`config.mk`:
```
export PLATFORM = sky130hd
export DESIGN_NAME = alu_result_queue
export DESIGN_NICKNAME = d
export VERILOG_FILES = /design/src/rtl/alu_result_queue.sv
export SDC_FILE = /design/constraint.sdc
export NUM_CORES = 1
export LEC_CHECK = 0
export CORE_ASPECT_RATIO = 0.7
export CORE_UTILIZATION = 51
export CTS_CLUSTER_DIAMETER = 100
export DETAILED_ROUTE_END_ITERATION = 12
export PLACE_DENSITY = 0.8
export SYNTH_ARGS = -nofsm -noshare
export SYNTH_HDL_FRONTEND = slang
export SYNTH_SLANG_ARGS = --single-unit
```
`constraint.sdc`:
```
create_clock -name clk -period 3.05 [get_ports clk]
set_input_delay 0.61 -clock clk [delete_from_list [all_inputs] [get_ports clk]]
set_output_delay 0.61 -clock clk [all_outputs]
set_load 0.005 [all_outputs]
```
`src/rtl/alu_result_queue.sv`:
```
// Result stage behind the integer ALU: a DEPTH-entry FIFO of {result, flags, funct, rd} toward
// writeback, plus architectural status flags, a sticky overflow bit and a divide-by-zero pulse.
module alu_result_queue #(
  parameter int DEPTH = 4,
  parameter int XLEN  = 64
) (
  input  logic                   clk,
  input  logic                   rst,
  input  logic                   in_valid,
  output logic                   in_ready,
  input  logic [XLEN-1:0]        in_result,
  input  logic [4:0]             in_flags,
  input  logic [3:0]             in_funct,
  input  logic [3:0]             in_rd,
  output logic                   out_valid,
  input  logic                   out_ready,
  output logic [XLEN-1:0]        out_result,
  output logic [4:0]             out_flags,
  output logic [3:0]             out_rd,
  output logic [4:0]             status_flags,
  output logic                   sticky_ovf,
  output logic                   div0_exc,
  input  logic                   sticky_clr,
  output logic [$clog2(DEPTH):0] count
);

  localparam int AW = $clog2(DEPTH);

  localparam logic [3:0] FUNCT_DIV = 4'd3;
  localparam logic [3:0] FUNCT_MOD = 4'd4;
  localparam int         FLAG_OVF  = 3;

  typedef struct packed {
    logic [XLEN-1:0] result;
    logic [4:0]      flags;
    logic [3:0]      funct;
    logic [3:0]      rd;
  } entry_t;

  entry_t        r_mem [DEPTH];
  logic [AW-1:0] r_wr_ptr;
  logic [AW-1:0] r_rd_ptr;
  logic [AW:0]   r_count;
  logic [4:0]    r_status_flags;
  logic          r_sticky_ovf;
  logic          r_div0_exc;

  entry_t w_head;
  logic   w_push;
  logic   w_pop;
  logic   w_head_is_div;
  logic   w_new_ovf;

  // Full blocks input even when the head leaves this cycle, so in_ready never depends on out_ready.
  assign in_ready  = (r_count != (AW+1)'(DEPTH));
  assign out_valid = (r_count != '0);
  assign w_push    = in_valid && in_ready;
  assign w_pop     = out_valid && out_ready;

  assign w_head        = r_mem[r_rd_ptr];
  assign w_head_is_div = (w_head.funct == FUNCT_DIV) || (w_head.funct == FUNCT_MOD);
  assign w_new_ovf     = w_pop && w_head.flags[FLAG_OVF] && !w_head_is_div;

  assign out_result   = w_head.result;
  assign out_flags    = w_head.flags;
  assign out_rd       = w_head.rd;
  assign status_flags = r_status_flags;
  assign sticky_ovf   = r_sticky_ovf;
  assign div0_exc     = r_div0_exc;
  assign count        = r_count;

  // NOTE: storage is reset because out_* read it directly and must not show X after reset;
  // with only DEPTH entries the cost of clearing it is negligible.
  always_ff @(posedge clk) begin
    if (rst) begin
      for (int i = 0; i < DEPTH; i++) r_mem[i] <= '0;
    end else if (w_push) begin
      r_mem[r_wr_ptr] <= '{result: in_result, flags: in_flags, funct: in_funct, rd: in_rd};
    end
  end

  // NOTE: every register below uses non-blocking assignment so all state updates from the same
  // edge see the pre-edge values (e.g. the dequeue side effects read the old head).
  always_ff @(posedge clk) begin
    if (rst) begin
      r_wr_ptr <= '0;
      r_rd_ptr <= '0;
      r_count  <= '0;
    end else begin
      if (w_push) r_wr_ptr <= r_wr_ptr + 1'b1;
      if (w_pop)  r_rd_ptr <= r_rd_ptr + 1'b1;
      case ({w_push, w_pop})
        2'b10:   r_count <= r_count + 1'b1;
        2'b01:   r_count <= r_count - 1'b1;
        default: r_count <= r_count;
      endcase
    end
  end

  always_ff @(posedge clk) begin
    if (rst) begin
      r_status_flags <= '0;
      r_sticky_ovf   <= 1'b0;
      r_div0_exc     <= 1'b0;
    end else begin
      if (w_pop) r_status_flags <= w_head.flags;
      r_div0_exc <= w_pop && w_head_is_div && w_head.flags[FLAG_OVF];
      // Clear drops the accumulated value but an overflow retiring in the same cycle still lands.
      if (sticky_clr) r_sticky_ovf <= w_new_ovf;
      else            r_sticky_ovf <= r_sticky_ovf | w_new_ovf;
    end
  end

endmodule

```
[Word-level counts from Yosys, hierarchy flattened]
Memory sizes are Yosys's and may differ from the RTL's. A register that Yosys moved wholly into a read port is not among the register bits.
Cells that the tools add are included.
Word-level totals
  register bits after elaboration: 14
  RAM bits: 308
  bits of input ports: 82
  output and inout port bits: 85
  logic and storage cells: 40
  memories kept: 1
Memory list
  r_mem: depth 4, bits a word 77, rd ports 1, clocked after memory_dff 1, wr ports 4, RTL line 40  | entry_t r_mem [DEPTH];
Operators by class
  add/sub/neg operators: 4
  equality and inequality tests: 5
  muxes and demuxes: 12
  bitwise operators: 1
  reduce and logical (&&, ||, !) cells: 11
Operators with widths (number)
  77-bit two-way mux: 1
  77-bit OR reduction: 1
  1-bit two-way mux: 7
  1-bit logical AND: 6
  2-bit two-way mux: 3
  3-bit one-hot mux with 2 select lines: 1
  2-bit by 1-bit adder with 2-bit output (second input constant): 2
  4-bit by 2-bit == test with 1-bit output (second input constant): 1
  4-bit by 3-bit == test with 1-bit output (second input constant): 1
  3-bit by 1-bit adder with 3-bit output (second input constant): 1
  3-bit != test (second input constant): 1
  3-bit nonzero test: 1
  3-bit by 1-bit subtractor with 3-bit output (second input constant): 1
  2-bit by 1-bit == test with 1-bit output (second input constant): 1
  2-bit == test (second input constant): 1
  2-bit nonzero test: 1
  1-bit zero test: 1
  1-bit logical OR: 1
  1-bit bitwise OR: 1

[Longest topological paths before layout]
  depth in word-level cells: 7
  depth in mapped cells: 9
  depth with buffers taken out: 9

[Worst setup path after synthesis]
Ideal clock, no wire load.
  path type: input to register
  from: input port rst
  to: memory r_mem[1][0] (netlist bit) (enable)
  setup time: 0.448 ns
  data arrival time: 2.765 ns
  data required time: 2.602 ns
  path slack: -0.163 ns
  stages: 2
  buffers on the path: 1
  cells stage by stage: clkbuf_1 nand2b_1
RTL lines
  start, declared: RTL line 8  | input logic rst,
  end, declared: RTL line 40

==> summary.txt <==
Total Routed Length: 29500 µm
Chip Height: 141 µm
number of max-cap violations: 0
Placed Cells: 1326
Worst Tran Pin Value: 881 ps
CP required: 2440 ps
ys async rst share: 0%
Max Clk Rate: 0.340 GHz
largest net degree at the start of global routing: 136
max-slew violation count: 0
Crit-path slowest cell: mux4_2
Die X: 200 µm
synth warn: 0
Starting Density: 52.1%
post-DP HPWL: 16600 µm
Cell Area, Placed: 16200 µm²
Hold WS: 459 ps
Mapped Cells: 842
max incr delay on CP: 600 ps
GRT Total Usage: 21.7%
Finished Layout Cells: 1384
post-route cell area: 17300 µm²
WL per Instance: 21.3 µm
CP Capture Type: output pin
most frequent cells in the layout: edfxtp_1, clkdlybuf4s50_1, and2_1, and3_1, mux4_2
Final Core Density: 64.4%
total CTS buffers: 31
worst clock skew: 14.2 ps
Post-synth top flop: edfxtp_1
Fillers: 1864
R2R setup slack: 510 ps
Netlist cell types: 38
# rows: 50
Max clock buf depth: 3
Synth-to-Final Area Change: 23.6%
via count: 7776
Post-Syn Area per Cell: 16.6 µm²
commonest non-fill, non-tap cell in the layout: edfxtp_1
GP Congestion: 0.721
Arr. time, crit path: 2330 ps
Worst-Skew Late Latency: 550 ps
root buf cell: clkbuf_16
Min-Delay Path Class: register to register
Final period util: 96.5%
CTS sink count: 324
CTS tree: done
area of the multi-input gates: 4110 µm²
initial drt markers: 554
cells on worst reg2reg path: 9
Max FO, Critical Path: 24
final setup fails: 0
Core Area: 26800 µm²
remaining global-route overflow: 0
final hold violation count: 0
crit path cell chain: buf_12 -> mux4_2 -> clkdlybuf4s50_1
sequential fraction of the synthesis area: 68.4%
worst ir drop on vdd: 0.000552 V
initial antenna violation count: 1
DRT Pass-1 Iters: 4
Slew headroom: 41.3%
Die Area: 28100 µm²
worst reg2reg path startpoint: count[2]$_SDFFE_PP0P_
Crit Path Class: register to output pin
post-layout min period: 2940 ps
input/output buffers: 166
Worst setup SP type: register
io pins: 167
# H-tree levels: 1
Clock transition at path regs: 60 ps
EDFF count, synth: 308
NumNets Final: 1081
Syn Std Cell Area: 14000 µm²
register area: 9580 µm²
# diodes: 0
CP Capture Point: out_flags[1]
syn_nets: 926
flops & latches, synth: 324
Avg Vias per Cell: 5.62
Cell Pwr Density: 743 nW/µm²
vias in the first global route: 8014
setup TNS: 0 ps
RSZ-0062 raised after global routing: false
static leakage: 6.63 nW
worst r2r dst: count[2]$_SDFFE_PP0P_
Remaining DRCs: 0
layout cells sized above 1: 16.1%
Antenna Nets Post-Route: 0
status: finished, final reports clean
first-pass GRT wire length: 46100 µm
through the flow:
step | power [mW] | setup slack (ps)
finish | 12.9 | 107
global route | 13.3 | 36.7
detailed placement | 8.81 | 334
floorplan | 7.29 | 28.3
CTS | 13.0 | 84.2
global placement | 8.76 | 400
state kept, by name, indices dropped and copies added, names as in the netlist, named ones only:
name,flops
div0_exc,1
r_rd_ptr,2
sticky_ovf,1
count,3
status_flags,5
r_mem,308
r_wr_ptr,2
cell families (layout without fill, tap and decap cells):
family                   Yosys count  in the layout  share of synthesized area, %
adder cells (fa/ha/maj)            2              2                         0.232
XOR/XNOR                           3              3                         0.188
buffers and inverters             76            254                          2.51
AND/OR/NAND/NOR                  341            341                          15.4
multiplexers                      77             77                          12.4
AO/OA/AOI/OAI                     19             19                         0.930
flip-flops                       324            324                          68.4
synthesized netlist by cell type (all sizes together), types with 2 or more instances:
master  count  area (µm²)
a21oi      10        50.1
and2      154         963
and3      154         963
buf        17         114
clkbuf     51         208
dfxtp      16         320
edfxtp    308        9250
inv         8        30.0
mux4       77        1730
nand2      11        41.3
nand2b      2        12.5
nand3       2        10.0
nor2        6        22.5
nor4b       2        38.8
o21ai       3        15.0
o31ai       2        20.0
or3         3        18.8
xor2        2        17.5
worst max-delay path, delay by kind of cell (launching register included):
kind	cells	cell delay, ps
buf+inv	2	740
flops	1	440
mux	1	600
per-layer routing:
layer | vias up | track usage (%) | routed length [µm]
met1 | 3906 | 31.9 | 12800
met2 | 278 | 34.6 | 14000
met4 | 2 | 4.22 | 506
met3 | 35 | 3.78 | 2180
li1 | 3555 | - | -
met5 | - | 0 | 12
cell type report:
type                            count  area share [%]
Sequential cell                   324            55.4
Multi-Input combinational cell    442            23.8
Timing Repair Buffer              190            11.7
Clock buffer                       38            4.64
Tap cell                          364            2.63
Clock inverter                     18            1.67
Inverter                            8           0.174
how the worst min path moves through the flow:
| stage | startpoint | end | slack (ps) | cells past startpoint |
|---|---|---|---|---|
| floorplan | status_flags[0]$_SDFFE_PP0P_ | status_flags[0]$_SDFFE_PP0P_ | 450 | 2 |
| detailed placement | status_flags[1]$_SDFFE_PP0P_ | status_flags[1]$_SDFFE_PP0P_ | 460 | 2 |
| global placement | status_flags[1]$_SDFFE_PP0P_ | status_flags[1]$_SDFFE_PP0P_ | 450 | 2 |
| finish | status_flags[1]$_SDFFE_PP0P_ | status_flags[1]$_SDFFE_PP0P_ | 460 | 2 |
| global route | status_flags[0]$_SDFFE_PP0P_ | status_flags[0]$_SDFFE_PP0P_ | 490 | 2 |
| CTS | status_flags[1]$_SDFFE_PP0P_ | status_flags[1]$_SDFFE_PP0P_ | 460 | 2 |
report_power, final:
group	total (mW)	internal, mW	leakage [nW]	switching [mW]
Combinational	3.16	1.80	2.76	1.36
Clock	4.14	2.53	0.533	1.61
Sequential	5.55	5.36	3.34	0.191
Total	12.9	9.69	6.63	3.16
what timing repair did:
item | in CTS | in global routing
setup buffers | 2 | 0
hold buffers | 0 | 0
setup endpoints to repair | 18 | 0
resized for setup | 0 | 0
Power figures use the tool's default switching activity.
